--- config.mk ---
export PLATFORM = sky130hd
export DESIGN_NAME = ball_motion_controller
export DESIGN_NICKNAME = d
export VERILOG_FILES = /design/src/rtl/ball_motion_controller.sv
export SDC_FILE = /design/constraint.sdc
export NUM_CORES = 1
export LEC_CHECK = 0
export CORE_ASPECT_RATIO = 0.9
export CORE_MARGIN = 3
export CORE_UTILIZATION = 55
export DETAILED_ROUTE_END_ITERATION = 8
export PLACE_DENSITY = 0.87
export SYNTH_ARGS = -nofsm -noshare
export SYNTH_HDL_FRONTEND = slang
export SYNTH_SLANG_ARGS = --single-unit
--- constraint.sdc ---
create_clock -name CLK_100MHz -period 3.65 [get_ports CLK_100MHz]
set_clock_uncertainty 0.05 [all_clocks]
set_input_delay 0.73 -clock CLK_100MHz [delete_from_list [all_inputs] [get_ports CLK_100MHz]]
set_output_delay 0.73 -clock CLK_100MHz [all_outputs]
set_load 0.01 [all_outputs]
--- src/rtl/ball_motion_controller.sv ---
// Pong ball motion: steps the ball once per delay-timer tick and
// resolves wall bounces, paddle hits and goals.
`timescale 1ns/1ps
module ball_motion_controller #(
    parameter int H_ACTIVE       = 640,
    parameter int V_ACTIVE       = 480,
    parameter int BALL_SIZE      = 8,
    parameter int STEP           = 2,
    parameter int PADDLE_W       = 8,
    parameter int PADDLE_H       = 64,
    parameter int PADDLE_X_LEFT  = 16,
    parameter int PADDLE_X_RIGHT = 616
) (
    input  logic       CLK_100MHz,
    input  logic       Reset,
    input  logic       enable,
    input  logic       done,
    input  logic [9:0] paddleLeftY,
    input  logic [9:0] paddleRightY,
    output logic       delay,
    output logic [9:0] ballX,
    output logic [9:0] ballY,
    output logic       scoreLeft,
    output logic       scoreRight
);

    localparam logic [10:0] BS11    = 11'(BALL_SIZE);
    localparam logic [10:0] STEP11  = 11'(STEP);
    localparam logic [10:0] PH11    = 11'(PADDLE_H);
    localparam logic [10:0] Y_MAX11 = 11'(V_ACTIVE - BALL_SIZE);
    localparam logic [10:0] X_MAX11 = 11'(H_ACTIVE - BALL_SIZE);
    localparam logic [10:0] FACE_L  = 11'(PADDLE_X_LEFT + PADDLE_W);
    localparam logic [10:0] FACE_R  = 11'(PADDLE_X_RIGHT);

    localparam logic [9:0] X_CTR   = 10'((H_ACTIVE - BALL_SIZE) / 2);
    localparam logic [9:0] Y_CTR   = 10'((V_ACTIVE - BALL_SIZE) / 2);
    localparam logic [9:0] Y_MAX   = 10'(V_ACTIVE - BALL_SIZE);
    localparam logic [9:0] X_HIT_L = 10'(PADDLE_X_LEFT + PADDLE_W);
    localparam logic [9:0] X_HIT_R = 10'(PADDLE_X_RIGHT - BALL_SIZE);

    typedef enum logic [1:0] {
        SIDLE,
        SWAIT,
        SUPDATE
    } state_t;

    state_t state;
    state_t state_nxt;

    logic dir_right;
    logic dir_down;

    logic [10:0] x11, y11, nx, ny;
    logic [10:0] pl11, pr11;
    logic        ov_l, ov_r;
    logic [9:0]  x_nxt, y_nxt;
    logic        dx_nxt, dy_nxt;
    logic        score_l, score_r;

    always_ff @(posedge CLK_100MHz or negedge Reset) begin
        if (!Reset) state <= SIDLE;
        else        state <= state_nxt;
    end

    // Dropping enable wins over a coincident done
    always_comb begin
        state_nxt = state;
        case (state)
            SIDLE:   if (enable) state_nxt = SWAIT;
            SWAIT: begin
                if (!enable)   state_nxt = SIDLE;
                else if (done) state_nxt = SUPDATE;
            end
            SUPDATE: state_nxt = enable ? SWAIT : SIDLE;
            default: state_nxt = SIDLE;
        endcase
    end

    assign delay = (state == SWAIT);

    always_comb begin
        x11  = {1'b0, ballX};
        y11  = {1'b0, ballY};
        pl11 = {1'b0, paddleLeftY};
        pr11 = {1'b0, paddleRightY};
        nx   = dir_right ? x11 + STEP11 : x11 - STEP11;
        ny   = dir_down  ? y11 + STEP11 : y11 - STEP11;
        ov_l = (y11 + BS11 > pl11) && (y11 < pl11 + PH11);
        ov_r = (y11 + BS11 > pr11) && (y11 < pr11 + PH11);

        y_nxt = ny[9:0];
        dy_nxt = dir_down;
        if (dir_down && ny >= Y_MAX11) begin
            y_nxt  = Y_MAX;
            dy_nxt = 1'b0;
        end else if (!dir_down && y11 <= STEP11) begin
            y_nxt  = '0;
            dy_nxt = 1'b1;
        end

        x_nxt   = nx[9:0];
        dx_nxt  = dir_right;
        score_l = 1'b0;
        score_r = 1'b0;
        // Paddle test only on the tick that crosses the face
        if (dir_right) begin
            if (x11 + BS11 < FACE_R && nx + BS11 >= FACE_R && ov_r) begin
                x_nxt  = X_HIT_R;
                dx_nxt = 1'b0;
            end else if (nx >= X_MAX11) begin
                score_l = 1'b1;
            end
        end else begin
            if (x11 > FACE_L && nx <= FACE_L && ov_l) begin
                x_nxt  = X_HIT_L;
                dx_nxt = 1'b1;
            end else if (x11 <= STEP11) begin
                score_r = 1'b1;
            end
        end

        if (score_l || score_r) begin
            x_nxt = X_CTR;
            y_nxt = Y_CTR;
        end
    end

    always_ff @(posedge CLK_100MHz or negedge Reset) begin
        if (!Reset) begin
            ballX      <= X_CTR;
            ballY      <= Y_CTR;
            dir_right  <= 1'b1;
            dir_down   <= 1'b1;
            scoreLeft  <= 1'b0;
            scoreRight <= 1'b0;
        end else if (state == SUPDATE) begin
            ballX      <= x_nxt;
            ballY      <= y_nxt;
            dir_right  <= dx_nxt;
            dir_down   <= dy_nxt;
            scoreLeft  <= score_l;
            scoreRight <= score_r;
        end else begin
            scoreLeft  <= 1'b0;
            scoreRight <= 1'b0;
        end
    end

endmodule

# Word-level counts from Yosys, hierarchy flattened
# Cells that the tools add are included.
totals:
  ff_bits: 26
  out_inout_bits: 23
  elab_cells: 73
  input_bits: 24
op_classes:
  addsub: 9
  magnitude_cmp: 12
  n_eq_ne: 4
  n_mux: 27
  reduce_logical: 14
op_table:
  columns: ["cell", "n"]
  rows:
  - ["10-bit two-way mux", 7]
  - ["10-bit by 2-bit adder with 11-bit output, second input constant", 2]
  - ["10-bit by 4-bit adder with 11-bit output, second input constant", 2]
  - ["10-bit by 7-bit adder with 11-bit output, second input constant", 2]
  - ["11-bit by 10-bit >= comparator with 1-bit output, second input constant", 2]
  - ["11-bit by 10-bit greater-than comparator with 1-bit output", 2]
  - ["10-bit by 11-bit less-than comparator with 1-bit output", 2]
  - ["11-bit two-way mux", 2]
  - ["10-bit by 2-bit subtractor with 11-bit output, second input constant", 2]
  - ["10-bit by 2-bit <= comparator with 1-bit output, second input constant", 2]
  - ["1-bit two-way mux", 14]
  - ["11-bit by 4-bit adder with 11-bit output, second input constant", 1]
  - ["11-bit by 9-bit >= comparator with 1-bit output, second input constant", 1]
  - ["11-bit by 5-bit <= comparator with 1-bit output, second input constant", 1]
  - ["11-bit by 10-bit less-than comparator with 1-bit output, second input constant", 1]
  - ["10-bit by 5-bit greater-than comparator with 1-bit output, second input constant", 1]
  - ["1-bit logical AND", 8]
  - ["2-bit two-way mux", 3]
  - ["2-bit one-hot mux with 3 select lines", 1]
  - ["2-bit AND reduction", 2]
  - ["3-bit != test, second input constant", 1]
  - ["2-bit by 1-bit == test with 1-bit output, second input constant", 1]
  - ["2-bit == test, second input constant", 1]
  - ["2-bit logical NOT", 1]
  - ["4 further kinds", 4]

# Longest topological paths before layout
# Gate-level depths: netlist of the first run.
depth:
  depth_word: 10
  ltp_mapped: 14

# Worst setup path before layout of the first run
# Ideal clock, no wire load.
synth_path:
  path_type: "flip-flop to flip-flop"
  startpoint: "reg ballY[6]"
  endpoint: "reg ballY[4]"
  path_stages_with_launch: 15
  t_required_ns: 3.470
  setup_time_ns: 0.130
  slack_ns: 0.578
  arrival_time_ns: 2.892
  cell_sequence: "dfstp_2 > buf_1 > nand2_1 > nor3_1 > nand2_1 > xnor2_1 > ha_1 > a21o_1 > a21oi_1 > o21ai_0 > o211ai_1 > o21ai_4 > buf_6 > a41oi_1 > o22ai_1"
synth_between:
  elab_chain_cells: 8
  elab_cells_between_ends: 24
  classes_between: "3 x add/sub; 6 x order compare; 8 x mux; 7 x reduce/logical"
synth_lines:
  columns: ["item", "line", "text"]
  rows:
  - ["from (decl)", "22", "output logic [9:0] ballY,"]
  - ["from (signal assigned)", "138", "ballY <= y_nxt;"]
  - ["10-bit by 4-bit adder with 11-bit output", "88, 89", null]
  - ["11-bit by 10-bit greater-than comparator with 1-bit output (on tied branches)", "89, 88", null]
  - ["1-bit logical AND (on tied branches)", "89, 88", null]
  - ["1-bit logical AND (on tied branches)", "107, 114", null]
  - ["1-bit two-way mux (on tied branches)", "107, 114", null]
  - ["1-bit two-way mux", "106", "if (dir_right) begin"]
  - ["1-bit logical OR", "122", "if (score_l || score_r) begin"]
  - ["10-bit two-way mux *", "122", null]
# Every way passes the cells marked *; elsewhere a longest branch is shown, timed or not.
# A chain may end at the register's enable or synchronous reset.

# Final worst setup path of the first run
layout_path:
  startpoint: "reg ballY[3]"
  endpoint: "reg ballX[2]"
layout_between:
  elab_chain_cells: 8
  elab_cells_between_ends: 18
  classes_between: "1 x add/sub; 4 x order compare; 8 x mux; 5 x reduce/logical"
layout_lines:
  columns: ["item", "line", "text"]
  rows:
  - ["10-bit by 4-bit adder with 11-bit output", "88, 89", null]
  - ["11-bit by 10-bit greater-than comparator with 1-bit output (on tied branches)", "89, 88", null]
  - ["1-bit logical AND (on tied branches)", "89, 88", null]
  - ["1-bit logical AND (on tied branches)", "107, 114", null]
  - ["1-bit two-way mux (on tied branches)", "107, 114", null]
  - ["1-bit two-way mux", "106", null]
  - ["1-bit logical OR", "122", null]
  - ["10-bit two-way mux *", "122", null]
  - ["to (signal assigned)", "137", "ballX <= x_nxt;"]
  - ["to (decl)", "21", "output logic [9:0] ballX,"]
# Marks and branches as above.

==> out/metrics.yaml, run 1 <==
p_leak_nw: 1.58
start_util: 0.595
hpwl_um: 6410
tightest_slew_ns: 0.988
place_area_sq_um: 3550
tns_ns: 0
worst_slack_ns: 0.250
min_period_ns: 3.40
cts_root_buf: "clkbuf_8"
clk_latency_ns: 0.28
hold_viol_final: 0
holdWs_ns: 0.561
rsz0062_at_grt: "false"
synth_xor_xnor_area_share: 0.0580
grt_max_degree: 29
synth-main-ff-cell: "dfstp_2"
drt-initial-drc-count: 237
fin_area_sq_um: 3650
syn_area_per_cell_sq_um: 8.12
ios: 47
die_y_um: 76.3
synth-compound-area-share: 0.234
grt_pass1_vias: 3034
cpMostUsedCell: "ha_1"
syn_to_final_growth_pct: 20.9
diodes: 0
nets: 483
die_w_um: 84.1
crit_chain: "ha_1, nand3_1, or2_2, xnor2_2, ha_1, nand3_2, nor4_1, buf_4, a221o_1, nor3_1, nand4b_1, a21boi_0, a2bb2oi_1"
cap_violations: 0
cts_tree: "built"
routed_wirelength_um: 8200
holdBufCountCts: 0
core_sq_um: 5070
grt_remaining_overflow: 0
worstPathRequired_ns: 3.80
drtPass1Iterations: 4
grt.total_usage: 0.260
maxSlewViolCount: 0
place_ws_ns: 0.0164
critPathCaptureType: "register"
num_vias: 2995
ir_drop_mv: 0.433
cts_max_path_buffers: 2
synth_seq_cells: 24
syn-instance-count: 372
synth_top_family_by_area: "simple AND/OR/NAND/NOR gates"
drc: 0
clock-sinks: 24
fin_total_pwr_mw: 1.44
yosysWarnings: 0
cts-htree-levels: 1
synth_area_sq_um: 3020
synth_edf_count: 0
maxSlewHeadroom: 0.338
fin_util: 0.720
nFillCells: 410
grt_first_pass_wirelength_um: 14100
hold_path.class: "reg -> reg"
synthMuxAreaShare: 0.00663
cp_max_fo: 6
ctsResizeCount: 0
viasPerCell: 6.25
avgRoutedWirePerCell_um: 17.1
critPathKind: "reg -> reg"
cts_setup_buffers: 0
clk_pin_slew_ns: 0.09
instances_no_fill: 479
cp_data_arrival_time_ns: 3.55
antenna_left: 0
drive_gt1_frac: 0.118
critPathLaunchType: "register"
yosys.area_share.simple: 0.236
synthAdderAreaFrac: 0.182
fp-row-count: 24
timing.final.crit_share: 0.931
gp_congestion: 0.958
async_flop_share: 1.00
fp.dieArea_sq_um: 6420
final_cell_mix: "ha_1 (44), clkdlybuf4s50_1 (44), inv_1 (35)"
antenna_found_initial: 0
max_stage_delay_ns: 0.61
slowest_stage: "dfstp_2"
p_per_area_nw_per_um2: 394
numCtsBuffers: 3
finalSetupViolations: 0
ys_seq_area_frac: 0.204
synth_cell_types: 67
dp_cells: 475
port_buffers: 44
status: "finished, final reports clean"
fmax_mhz: 294
-- power by group --
part | internal, mW | switching, mW
registers | 0.325 | 0.103
clock network | 0.147 | 0.0908
logic | 0.376 | 0.397
total | 0.848 | 0.591
-- final timing paths --
check / start / end / slack [ns] / cells past startpoint
setup / recovery: ballY[3] / ballX[2] / 0.25 / 13
hold / removal: dir_down / dir_down / 0.56 / 2
setup reg to reg: ballY[3] / ballX[2] / 0.25 / 13
hold reg to reg: dir_down / dir_down / 0.56 / 2
max in group asynchronous: Reset / ballY[2] / 1.89 / 2
min in group asynchronous: Reset / ballX[7] / 0.94 / 1
-- synth_stat cells, drive strengths merged (3+ instances only) --
cell,count,area share
ha,44,0.18
inv,35,0.043
nand2,29,0.036
a21oi,17,0.028
nor2,17,0.021
nand3,15,0.025
xnor2,15,0.043
nor3,14,0.023
clkbuf,13,0.016
dfrtp,12,0.099
dfstp,12,0.10
o21ai,10,0.020
buf,8,0.018
a21o,7,0.017
nand2b,7,0.014
a31oi,6,0.012
and3,6,0.013
nand4,6,0.012
o31ai,6,0.015
o211ai,5,0.012
xor2,5,0.014
a211oi,4,0.0099
a41oi,4,0.014
and2,4,0.0087
nand4b,4,0.012
nor2b,4,0.0083
nor4,4,0.010
o31a,4,0.012
or2,4,0.0083
or3,4,0.0083
a21boi,3,0.0075
a22o,3,0.0087
and4,3,0.0091
o2111ai,3,0.0087
o221ai,3,0.0087
o22ai,3,0.0062
-- worst max-delay path: cells and delay by family, from the launching register on --
kind                     cells  cell delay (ns)
AO/OA/AOI/OAI                3             0.53
XOR/XNOR                     1             0.16
adder cells (fa/ha/maj)      2             0.52
buffers and inverters        1             0.19
flip-flops                   1             0.61
AND/OR/NAND/NOR              6             1.29
-- sequential cells by signal (all words and copies together), names as in the netlist --
register,count
ballX,9
ballY,9
state,2
dir_down,1
dir_right,1
scoreLeft,1
scoreRight,1
-- cell type report --
class,instances,area [sq um],share of cell area
tap,65,81.3,0.0223
sequential,24,616,0.168
timing repair buffer,58,546,0.149
clock inverter,1,30.0,0.00822
clock buffer,3,41.3,0.0113
inverter,35,131,0.0360
multi-input combinational,293,2210,0.604
-- per-layer routing --
metal | wire length, um | part of all wire | track usage | vias to the layer above
li1 | - | - | - | 1455
met1 | 3680 | 0.45 | 0.348 | 1433
met2 | 3970 | 0.48 | 0.436 | 96
met3 | 467 | 0.057 | 0.0443 | 11
met4 | 80 | 0.0098 | 0.0595 | 0
met5 | 0 | 0 | 0 | -
-- kinds of logic (layout without fill, tap and decap cells) --
logic type,Yosys count,after routing
AO/OA/AOI/OAI,95,95
XOR/XNOR,20,20
adder cells (fa/ha/maj),44,44
buffers and inverters,56,97
flip-flops,24,24
multiplexers,2,2
other,1,2
AND/OR/NAND/NOR,130,130
Note: power is estimated with default switching activity, not from simulation.
==> inputs of run 2 (changes only) <==
- REMOVE_ABC_BUFFERS: not set -> 1
==> out/metrics.yaml, run 2 (same netlist as run 1, synthesis figures left out) <==
status: "finished, final reports clean"
gp_congestion: 0.934  # -2.5%
p_leak_nw: 1.56  # -1.3%
ir_drop_mv: 0.304  # -30%
cts_tree: "built"
dp_cells: 472  # -0.63%
instances_no_fill: 477  # -0.42%
drt-initial-drc-count: 259  # +9.3%
numCtsBuffers: 3  # unchanged
critPathCaptureType: "register"
critPathKind: "reg -> reg"
cts-htree-levels: 1  # unchanged
clock-sinks: 24  # unchanged
clk_pin_slew_ns: 0.09  # about the same
ctsResizeCount: 0  # unchanged
num_vias: 3017  # +0.73%
die_w_um: 84.1  # unchanged
fin_total_pwr_mw: 1.43  # -0.38%
syn_to_final_growth_pct: 19.3
fmax_mhz: 296  # +0.66%
grt_max_degree: 29  # unchanged
cp_max_fo: 9  # +3
core_sq_um: 5070  # unchanged
start_util: 0.595  # unchanged
port_buffers: 44  # unchanged
drtPass1Iterations: 7  # +3
grt_remaining_overflow: 0  # unchanged
die_y_um: 76.3  # unchanged
critPathBufInv: 0  # -1
timing.final.crit_share: 0.925  # -0.00608
routed_wirelength_um: 8280  # +0.99%
ios: 47  # unchanged
tightest_slew_ns: 1.03  # +0.0392 ns
cp_data_arrival_time_ns: 3.49  # -0.06 ns
finalSetupViolations: 0  # unchanged
tns_ns: 0  # unchanged
p_per_area_nw_per_um2: 398  # +0.97%
cp_top_family: "simple AND/OR/NAND/NOR gates"
grt_pass1_vias: 2933  # -3.3%
grt.total_usage: 0.258  # -0.00153
viasPerCell: 6.32  # +1.2%
hpwl_um: 6360  # -0.78%
crit_chain: "ha_1, nand3_1, or2_2, xnor2_1, ha_1, nand3_1, nor4_1, a221o_1, nor3_1, nand4b_1, and3_2, a22o_1"
fp.dieArea_sq_um: 6420  # unchanged
maxSlewViolCount: 0  # unchanged
top_regs: "ballX: 9 flops, ballY: 9 flops, state: 2 flops"
avgRoutedWirePerCell_um: 17.4  # +1.4%
cts_setup_buffers: 0  # unchanged
cap_violations: 0  # unchanged
cts_root_buf: "clkbuf_8"
antenna_found_initial: 0  # unchanged
max_stage_delay_ns: 0.64  # +0.03 ns
hold_path.class: "reg -> reg"
antenna_left: 0  # unchanged
fp-row-count: 24  # unchanged
slowest_stage: "dfstp_2"
drc: 0  # unchanged
min_period_ns: 3.38  # -0.0222 ns
critPathLaunchType: "register"
maxSlewHeadroom: 0.315  # -0.0232
grt_first_pass_wirelength_um: 13900  # -1.2%
final_cell_mix: "ha_1 (44), clkdlybuf4s50_1 (44), inv_1 (35)"
clk_latency_ns: 0.28  # about the same
diodes: 0  # unchanged
rsz0062_at_grt: "false"
nets: 481  # -0.41%
cts_max_path_buffers: 2  # unchanged
fin_util: 0.710  # -0.00962
drive_gt1_frac: 0.102  # -0.0164
fin_area_sq_um: 3600  # -1.3%
holdBufCountCts: 0  # unchanged
hold_viol_final: 0  # unchanged
worstPathRequired_ns: 3.77  # -0.03 ns
place_area_sq_um: 3530  # -0.63%
[run 2: cell types whose count changed in the layout (fill, tap and decap cells not counted)]
cell	delta
xnor2_2	-1
o31ai_1	+1
nand3_2	-1
and3_4	-1
o311ai_1	+1
xnor2_1	+1
nand3_1	+1
nor3_1	+1
o311ai_2	-1
buf_4	-2
and3_2	+1
nor3_2	-1
o31ai_2	-1
[run 2: where the power goes]
part,internal (mW),switching (mW)
Clock,0.147,0.0944
Sequential,0.326,0.107
Combinational,0.366,0.393
[run 2: worst paths after layout]
kind | start | to | slack (ns) | cells past startpoint
setup / recovery | ballY[3] | ballX[1] | 0.27 | 12
hold / removal | dir_down | dir_down | 0.56 | 2
setup reg to reg | ballY[3] | ballX[1] | 0.27 | 12
hold reg to reg | dir_down | dir_down | 0.56 | 2
max in group asynchronous | Reset | ballY[5] | 1.95 | 2
min in group asynchronous | Reset | state[0] | 0.90 | 1
[run 2: routing by layer]
layer,GRT usage,share of wire,vias up
li1,-,-,1450
met1,0.355,0.44,1408
met2,0.430,0.48,143
met3,0.0422,0.074,16
met4,0.0466,0.011,0
met5,0,0,-
[run 2: worst reg2reg max path, stage by stage (launching register included)]
cell and delay, ns:
dfstp_2 0.64, ha_1 0.23, nand3_1 0.14, or2_2 0.36, xnor2_1 0.22, ha_1 0.29, nand3_1 0.12, nor4_1 0.08
a221o_1 0.30, nor3_1 0.18, nand4b_1 0.20, and3_2 0.28, a22o_1 0.18
[run 2: layout make-up]
cell class / instances / area (sq um)
clock buffer: 3 / 41.3
multi-input combinational: 293 / 2170
clock inverter: 1 / 30.0
timing repair buffer: 56 / 531
tap: 65 / 81.3
inverter: 35 / 131
sequential: 24 / 616
fill: 405 / 1470
[run 2: per-stage QoR]
stage | hold slack, ns | setup WS (ns)
3_5_place_dp | 0.551 | -0.00870
6_report | 0.560 | 0.273
3_3_place_gp | 0.536 | 0.0915
4_1_cts | 0.558 | 0.185
5_1_grt | 0.583 | 0.0284
2_1_floorplan | 0.384 | 0.535
==> inputs of run 3 (changes only) <==
- CAP_MARGIN: not set -> 20
- CORE_MARGIN: 3 -> 4
==> out/metrics.yaml, run 3 (same netlist as run 1, synthesis figures left out) <==
critPathKind: "reg -> reg"
clock-sinks: 24  # unchanged
maxSlewViolCount: 0  # unchanged
grt_first_pass_wirelength_um: 13500  # -2.9%
fin_area_sq_um: 3600  # -0.14%
die_y_um: 78.3  # +2.6%
fmax_mhz: 295  # -0.34%
drc: 0  # unchanged
holdCritStartpoint: "ballX[2]"
p_per_area_nw_per_um2: 400  # +0.57%
cts_tree: "built"
num_vias: 2994  # -0.76%
routed_wirelength_um: 8110  # -2.1%
grt.total_usage: 0.245  # -0.0138
holdBufCountCts: 0  # unchanged
maxSlewHeadroom: 0.317  # +0.00186
nets: 480  # -0.21%
antenna_found_initial: 0  # unchanged
cp_max_fo: 7  # -2
rsz0062_at_grt: "false"
cts_max_path_buffers: 2  # unchanged
cap_violations: 0  # unchanged
start_util: 0.572  # -0.0238
cts_setup_buffers: 0  # unchanged
grt_max_degree: 29  # unchanged
status: "finished, final reports clean"
ir_drop_mv: 0.314  # +3.3%
cp-startpoint: "ballY[4]"
core_sq_um: 5290  # +4.2%
fp-row-count: 25  # +4.2%
hold_path.class: "reg -> reg"
top_regs: "ballX: 9 flops, ballY: 9 flops, state: 2 flops"
final_cell_mix: "ha_1 (44), clkdlybuf4s50_1 (44), inv_1 (35)"
numCtsBuffers: 3  # unchanged
tns_ns: 0  # unchanged
hpwl_um: 6270  # -1.5%
ios: 47  # unchanged
fp.dieArea_sq_um: 6750  # +5.1%
clk_latency_ns: 0.27  # about the same
place_ws_ns: 0.0151  # +0.0238 ns
slowest_stage: "dfrtp_1"
viasPerCell: 6.26  # -0.97%
min_period_ns: 3.39  # +0.0116 ns
finalSetupViolations: 0  # unchanged
timing.rr.start: "ballY[4]"
place_area_sq_um: 3520  # -0.14%
worstPathRequired_ns: 3.76  # about the same
fin_total_pwr_mw: 1.44  # +0.43%
cts-htree-levels: 1  # unchanged
cp_data_arrival_time_ns: 3.49  # about the same
grt_remaining_overflow: 0  # unchanged
drt-initial-drc-count: 257  # -0.77%
drive_gt1_frac: 0.0998  # -0.00219
worst_slack_ns: 0.261  # -0.0116 ns
clk_pin_slew_ns: 0.09  # about the same
crit_chain: "ha_1, nand3_1, or2_2, xnor2_1, ha_1, and3_1, o311a_1, o211ai_1, buf_4, o21ai_4, nand3_1, o311ai_1"
antenna_left: 0  # unchanged
gp_congestion: 0.933  # about the same
cts_root_buf: "clkbuf_8"
p_leak_nw: 1.56  # -0.33%
timing.final.crit_share: 0.928  # +0.00317
tightest_slew_ns: 1.02  # -0.00279 ns
cp_top_family: "simple AND/OR/NAND/NOR gates"
hold_viol_final: 0  # unchanged
max_stage_delay_ns: 0.52  # -0.12 ns
die_w_um: 86.1  # +2.4%
avgRoutedWirePerCell_um: 17.0  # -2.3%
critPathLaunchType: "register"
port_buffers: 44  # unchanged
grt_pass1_vias: 2794  # -4.7%
critPathBufInv: 1  # +1
syn_to_final_growth_pct: 19.1
drtPass1Iterations: 5  # -2
ctsResizeCount: 0  # unchanged
diodes: 0  # unchanged
critPathCaptureType: "register"
run 3: changes by cell type in the layout (fill, tap and decap cells not counted):
cell and change:
buf_4 -1
run 3: worst register-to-register path: cells and delay by family, from the launching register on:
| family | cells | cell delay, ns |
|---|---|---|
| AND/OR/NAND/NOR | 4 | 0.94 |
| AO/OA/AOI/OAI | 4 | 0.80 |
| adder cells (fa/ha/maj) | 2 | 0.63 |
| flip-flops | 1 | 0.52 |
| buffers and inverters | 1 | 0.17 |
| XOR/XNOR | 1 | 0.16 |
run 3: worst paths after layout:
kind	to	slack, ns	cells past startpoint
worst min register to register	ballX[2]	0.56	2
min in group asynchronous	ballX[7]	0.93	1
worst min-delay path	ballX[2]	0.56	2
max in group asynchronous	ballY[3]	1.92	2
worst max-delay path	ballX[6]	0.26	12
worst max register to register	ballX[6]	0.26	12
run 3: metal layers:
layer | vias up | wire length [um] | global-route usage
met3 | 10 | 589 | 0.0357
met1 | 1388 | 3440 | 0.333
met4 | 0 | 58 | 0.0427
met2 | 144 | 4020 | 0.414
li1 | 1452 | - | -
met5 | - | 0 | 0
run 3: layout make-up:
class,instances,area (sq um)
Clock inverter,1,30.0
Fill cell,452,1690
Timing Repair Buffer,55,523
Clock buffer,3,41.3
Sequential cell,24,616
Multi-Input combinational cell,293,2170
Inverter,35,131
Tap cell,67,83.8
run 3: per-stage QoR:
| stage | std cells | utilization | hold slack, ns |
|---|---|---|---|
| after floorplan | 352 | - | 0.384 |
| after global placement | 473 | 0.666 | 0.531 |
| after detailed placement | 473 | 0.666 | 0.548 |
| after CTS | 477 | 0.680 | 0.560 |
| after global routing | 478 | 0.681 | 0.598 |
| final | 478 | 0.681 | 0.558 |
run 3: power breakdown:
part | switching, mW | internal [mW]
Clock | 0.0899 | 0.147
Sequential | 0.0907 | 0.326
Combinational | 0.416 | 0.371
Total | 0.596 | 0.843
